## src/rtl/serial_tx_parity.sv

```systemverilog
// Byte-wide serial transmitter: start, 8 data bits LSB first, odd parity, stop, then GAP_BITS idle bits.
// Optional one-entry pending register is compiled in with `define SERIAL_TX_BUF_EN.
//
// state  | meaning
// IDLE   | line high, waiting for a byte
// START  | start bit (0) on the line
// DATA   | data bit bit_idx_q on the line
// PARITY | odd-parity bit on the line
// STOP   | stop bit (1) on the line, o_done high
// GAP    | idle-high spacing after the stop bit
module serial_tx_parity #(
  parameter int unsigned GAP_BITS = 0
) (
  input  logic       clk,
  input  logic       rst_n,
  input  logic       i_valid,
  input  logic [7:0] i_byte,
  output logic       o_ready,
  output logic       o_data,
  output logic       o_busy,
  output logic       o_done
);

  typedef enum logic [2:0] {
    IDLE   = 3'd0,
    START  = 3'd1,
    DATA   = 3'd2,
    PARITY = 3'd3,
    STOP   = 3'd4,
    GAP    = 3'd5
  } state_t;

  localparam logic [3:0] GAP_LOAD = (GAP_BITS > 0) ? 4'(GAP_BITS - 1) : 4'd0;

  state_t     state_q, state_d;
  logic [7:0] shift_q, shift_d;
  logic [2:0] bit_idx_q, bit_idx_d;
  logic [3:0] gap_cnt_q, gap_cnt_d;
  logic       data_q, data_d;
  logic       done_q, done_d;
  logic       accept;
  logic       frame_end;

`ifdef SERIAL_TX_BUF_EN
  logic [7:0] pend_q, pend_d;
  logic       pend_vld_q, pend_vld_d;

  assign o_ready = !pend_vld_q;
`else
  assign o_ready = (state_q == IDLE);
`endif

  assign accept = i_valid && o_ready;
  assign o_data = data_q;
  assign o_done = done_q;
  assign o_busy = (state_q != IDLE);

  always_comb begin
    state_d   = state_q;
    shift_d   = shift_q;
    bit_idx_d = bit_idx_q;
    gap_cnt_d = gap_cnt_q;
    data_d    = 1'b1;
    done_d    = 1'b0;
    frame_end = 1'b0;
`ifdef SERIAL_TX_BUF_EN
    pend_d     = pend_q;
    pend_vld_d = pend_vld_q;
`endif

    // data_d is the bit the line will carry in the cycle belonging to state_d
    case (state_q)
      IDLE: begin
        if (accept) begin
          state_d = START;
          shift_d = i_byte;
          data_d  = 1'b0;
        end
      end
      START: begin
        state_d   = DATA;
        bit_idx_d = 3'd0;
        data_d    = shift_q[0];
      end
      DATA: begin
        if (bit_idx_q == 3'd7) begin
          state_d   = PARITY;
          bit_idx_d = 3'd0;
          data_d    = ~^shift_q;
        end else begin
          bit_idx_d = bit_idx_q + 3'd1;
          data_d    = shift_q[bit_idx_q + 3'd1];
        end
      end
      PARITY: begin
        state_d = STOP;
        done_d  = 1'b1;
      end
      STOP: begin
        if (GAP_BITS > 0) begin
          state_d   = GAP;
          gap_cnt_d = GAP_LOAD;
        end else begin
          frame_end = 1'b1;
        end
      end
      GAP: begin
        if (gap_cnt_q == 4'd0) begin
          frame_end = 1'b1;
        end else begin
          gap_cnt_d = gap_cnt_q - 4'd1;
        end
      end
      default: begin
        state_d = IDLE;
      end
    endcase

`ifdef SERIAL_TX_BUF_EN
    // A byte arriving in the last busy cycle goes straight into the next frame.
    if (frame_end) begin
      if (pend_vld_q) begin
        state_d    = START;
        shift_d    = pend_q;
        pend_vld_d = 1'b0;
        data_d     = 1'b0;
      end else if (accept) begin
        state_d = START;
        shift_d = i_byte;
        data_d  = 1'b0;
      end else begin
        state_d = IDLE;
      end
    end else if (accept && (state_q != IDLE)) begin
      pend_d     = i_byte;
      pend_vld_d = 1'b1;
    end
`else
    if (frame_end) begin
      state_d = IDLE;
    end
`endif
  end

  always_ff @(posedge clk or negedge rst_n) begin
    if (!rst_n) begin
      state_q   <= IDLE;
      shift_q   <= 8'h00;
      bit_idx_q <= 3'd0;
      gap_cnt_q <= 4'd0;
      data_q    <= 1'b1;
      done_q    <= 1'b0;
    end else begin
      state_q   <= state_d;
      shift_q   <= shift_d;
      bit_idx_q <= bit_idx_d;
      gap_cnt_q <= gap_cnt_d;
      data_q    <= data_d;
      done_q    <= done_d;
    end
  end

`ifdef SERIAL_TX_BUF_EN
  always_ff @(posedge clk or negedge rst_n) begin
    if (!rst_n) begin
      pend_q     <= 8'h00;
      pend_vld_q <= 1'b0;
    end else begin
      pend_q     <= pend_d;
      pend_vld_q <= pend_vld_d;
    end
  end
`endif

`ifndef SYNTHESIS
  a_done_on_stop : assert property (@(posedge clk) disable iff (!rst_n) o_done |-> o_data);
  a_idle_high    : assert property (@(posedge clk) disable iff (!rst_n) !o_busy |-> o_data);
`endif

endmodule
```

## config.mk

```make
export PLATFORM = sky130hd
export DESIGN_NAME = serial_tx_parity
export DESIGN_NICKNAME = d
export VERILOG_FILES = /design/src/rtl/serial_tx_parity.sv
export SDC_FILE = /design/constraint.sdc
export NUM_CORES = 1
export LEC_CHECK = 0
export CAP_MARGIN = 20
export CELL_PAD_IN_SITES_DETAIL_PLACEMENT = 0
export CELL_PAD_IN_SITES_GLOBAL_PLACEMENT = 1
export CORE_MARGIN = 2
export CORE_UTILIZATION = 42
export DETAILED_ROUTE_END_ITERATION = 8
export PLACE_DENSITY_LB_ADDON = 0.3
export SLEW_MARGIN = 40
export SYNTH_ARGS = -nofsm -noshare
export SYNTH_HDL_FRONTEND = slang
export SYNTH_SLANG_ARGS = --single-unit
```

## constraint.sdc

```tcl
create_clock -name clk -period 2.09 [get_ports clk]
set_clock_uncertainty 0.2 [all_clocks]
set_input_delay 0.418 -clock clk [delete_from_list [all_inputs] [get_ports clk]]
set_output_delay 0.418 -clock clk [all_outputs]
set_load 0.005 [all_outputs]
```

==> Flow_metrics.wiki <==
{| class="wikitable"
! Metric !! Value
|-
| Filler cell count || 239
|-
| Share of the synthesized area in compound gates (AO/OA/AOI/OAI) || 9.32%
|-
| GR Layer Usage met2 || 24.6%
|-
| Hold crit path type || primary input to asynchronous set/reset pin
|-
| Crit. End Element || primary output
|-
| Leak Pwr || 0.583 nW
|-
| Count of synthesis-stage warnings from yosys || 0
|-
| Share of cell area taken by muxes after synthesis || 12.9%
|-
| Placement row count || 18
|-
| Placed Cells incl. Taps || 141
|-
| GP Congestion || 0.752
|-
| Clock sink count || 20
|-
| Number of hold violations in the final report || 0
|-
| Unrepaired setup endpoints after global routing || no
|-
| Total power density per cell area || 1380 nW/um^2
|-
| HPWL after DPL || 1370 um
|-
| Crit-path leading delay family || flip-flops
|-
| Worst Tran Pin Value || 0.372 ns
|-
| Std-Cell Core Area || 2450 sq um
|-
| Buffer cell driving the clock tree root || sky130_fd_sc_hd__clkbuf_4
|-
| Post-synthesis cell type with the largest combined area || sky130_fd_sc_hd__dfrtp_1
|-
| Gate count of the mapped netlist || 97
|-
| Reg clk slew, reported paths || 0.10 ns
|-
| Logic depth of the worst register-to-register path || 4
|-
| Per-cell via count in the routed design || 5.14
|-
| Fraction of the mapped netlist area in adder cells || 4.60%
|-
| Worst rel slew slack || 75.2%
|-
| Post-detailed-routing wire length || 1850 um
|-
| PnR worst setup slack || 0.162 ns
|-
| Cell area after synthesis || 1090 sq um
|-
| CTS tree || done
|-
| Top area cells in the synthesized netlist || sky130_fd_sc_hd__dfrtp_1 (44%), sky130_fd_sc_hd__mux2_2 (8.3%), sky130_fd_sc_hd__xnor2_1 (7.2%)
|-
| Total Neg Setup Slack || 0 ns
|-
| Simple-Gate Fraction of Synth Area || 12.7%
|-
| Finished Core Util || 53.2%
|-
| Post-synthesis net count || 112
|-
| Global-route track usage on met3 || 3.28%
|-
| Antenna violations before repair || 0
|-
| DRT iter0 DRCs || 8
|-
| Number of maximum-capacitance violations || 0
|-
| Overall fraction of global-route tracks in use || 14.4%
|-
| N_diodes || 0
|-
| # hold bufs at CTS || 0
|-
| Number of clock buffers inserted by TritonCTS || 3
|-
| Crit path DAT || 1.31 ns
|-
| Fmax || 519 MHz
|-
| Clock insertion delay at the later pin of the skew report || 0.30 ns
|-
| Area share of the largest cell type after synthesis || 43.7%
|-
| Vias in the first global route || 719
|-
| XOR/XNOR share of the synthesized area || 9.55%
|-
| Maximum fanout along the worst path || 1
|-
| CP max stage cell || sky130_fd_sc_hd__dfstp_2
|-
| Worst Setup Start Kind || flop
|-
| Max H-tree Level || 1
|-
| Post-synthesis sequential area ratio || 46.1%
|-
| Fin cells || 146
|-
| Worst-case vdd ir drop || 1.01 mV
|-
| Global route overflow || 0
|-
| Clock period minus final worst setup slack || 1.93 ns
|-
| Stages on the worst setup path || 1
|-
| Required time of the worst setup path || 1.47 ns
|-
| Final period util || 92.2%
|-
| Endpoints failing setup || 0
|-
| Highest-count cells in the layout ignoring fill and taps || sky130_fd_sc_hd__dfrtp_1 (19), sky130_fd_sc_hd__clkdlybuf4s50_1 (12), sky130_fd_sc_hd__xnor2_1 (9), sky130_fd_sc_hd__mux2_2 (8)
|-
| Register bit count reported by yosys || 20
|-
| Global-route wire length before repair || 2970 um
|-
| Number of nets in the final layout || 132
|-
| Effective utilization at floorplan || 44.3%
|-
| Remaining antenna violation count after routing || 0
|-
| Total via count after detailed routing || 751
|-
| Maximum number of pins on one net before global-route repair || 21
|-
| Buffer depth of the longest clock path || 2
|-
| WL per Instance || 12.6 um
|-
| Worst slack at placement || 0.0764 ns
|-
| Count of cell types in the netlist || 32
|-
| Type of the setup path with the least slack || flop to primary output
|-
| Width of the die || 54.9 um
|-
| Leading cell type in the layout, fill and taps excluded || sky130_fd_sc_hd__dfrtp_1
|-
| Ports || 15
|-
| Chip height || 54.9 um
|-
| Met1 GRT Util || 16.5%
|-
| Slowest stage delay, CP || 0.53 ns
|-
| Share of post-route cells with drive strength above 1 || 19.0%
|-
| Run status || finished clean
|-
| Crit-path cells || clkdlybuf4s50_1
|-
| Worst path bufs/invs || 1
|-
| Mean post-synth cell area || 11.2 sq um
|-
| Residual DRC || 0
|-
| Global route hottest layer || met2
|-
| Die area || 3010 sq um
|-
| Main combinational cell family by area after synthesis || multiplexers
|-
| First-pass iteration count of the detailed router || 4
|-
| Synth-to-layout area growth || 20.0%
|-
| Buffers added on ports || 14
|-
| Number of max-slew violations in the final report || 0
|}
-- flip-flops by register name, summed over array words and instances (netlist names) --
signal / count
bit_idx_q: 3
gap_cnt_q: 4
o_data: 1
o_done: 1
shift_q: 8
state_q: 3
-- cell usage after synthesis --
master and count:
sky130_fd_sc_hd__a21o_1 2, sky130_fd_sc_hd__a21oi_1 3, sky130_fd_sc_hd__a22oi_1 2, sky130_fd_sc_hd__a32oi_1 1, sky130_fd_sc_hd__and2_1 2, sky130_fd_sc_hd__buf_4 2
sky130_fd_sc_hd__buf_6 1, sky130_fd_sc_hd__clkbuf_1 2, sky130_fd_sc_hd__dfrtp_1 19, sky130_fd_sc_hd__dfstp_2 1, sky130_fd_sc_hd__ha_1 4, sky130_fd_sc_hd__inv_1 5
sky130_fd_sc_hd__mux2_2 8, sky130_fd_sc_hd__mux2i_1 5, sky130_fd_sc_hd__nand2_1 4, sky130_fd_sc_hd__nand2b_1 1, sky130_fd_sc_hd__nand3_1 1, sky130_fd_sc_hd__nand3b_1 1
sky130_fd_sc_hd__nand3b_4 1, sky130_fd_sc_hd__nand4_1 1, sky130_fd_sc_hd__nor2_1 6, sky130_fd_sc_hd__nor2b_1 1, sky130_fd_sc_hd__nor3_1 1, sky130_fd_sc_hd__nor4_1 2
sky130_fd_sc_hd__o211ai_1 1, sky130_fd_sc_hd__o21ai_0 5, sky130_fd_sc_hd__o31ai_1 2, sky130_fd_sc_hd__or4_1 1, sky130_fd_sc_hd__or4_4 1, sky130_fd_sc_hd__xnor2_1 9
sky130_fd_sc_hd__xnor2_2 1, sky130_fd_sc_hd__xor2_1 1
-- layer usage --
layer / share of wire (%) / vias to the layer above
met4: 1.1 / 0
li1: - / 373
met1: 45 / 353
met5: 0 / -
met2: 50 / 21
met3: 3.7 / 4
-- logic make-up after synthesis --
group,count (synthesis)
AOI/OAI and AO/OA,16
xor gates and xnor gates,11
adders and majority gates,4
buffers and inverters,10
DFF,20
muxes,13
and+or+nand+nor,23
-- power by group --
| group | switching [mW] | internal (mW) | leakage (nW) |
|---|---|---|---|
| Combinational | 0.432 | 0.539 | 0.316 |
| Sequential | 0.109 | 0.538 | 0.251 |
| Clock | 0.112 | 0.0744 | 0.0150 |
| Total | 0.654 | 1.15 | 0.583 |
-- final timing paths --
kind | start | slack [ns] | endpoint
max | o_data | 0.16 | o_data
min | rst_n | 0.24 | gap_cnt_q[3]
min reg2reg | gap_cnt_q[3] | 0.32 | gap_cnt_q[3]
min in group clk | gap_cnt_q[3] | 0.32 | gap_cnt_q[3]
max in group asynchronous | rst_n | 1.19 | o_data
max reg2reg | state_q[1] | 0.25 | shift_q[3]
-- area by class of cell --
| cell class | count | area (sq um) | area share, % |
|---|---|---|---|
| multi-input cells | 67 | 538 | 41.2 |
| flip-flops and latches | 20 | 502 | 38.4 |
| repair buffers | 20 | 183 | 14.0 |
| well taps | 30 | 37.5 | 2.88 |
| clock buffers | 4 | 26.3 | 2.01 |
| inverters | 5 | 18.8 | 1.44 |
-- timing repair --
action                     4_1_cts  5_1_grt
setup buffers                    1        0
setup endpoints to repair        2        0
resized for setup                3        0
-- per-stage QoR --
stage | hold slack, ns | power (mW) | area [sq um]
after detailed placement | 0.304 | 1.62 | 1270
after floorplan | -0.0776 | 1.38 | 1090
after global routing | 0.251 | 1.95 | 1310
after global placement | 0.293 | 1.60 | 1270
final | 0.238 | 1.80 | 1310
after CTS | 0.239 | 1.83 | 1310
(Power assumes the default switching activity.)
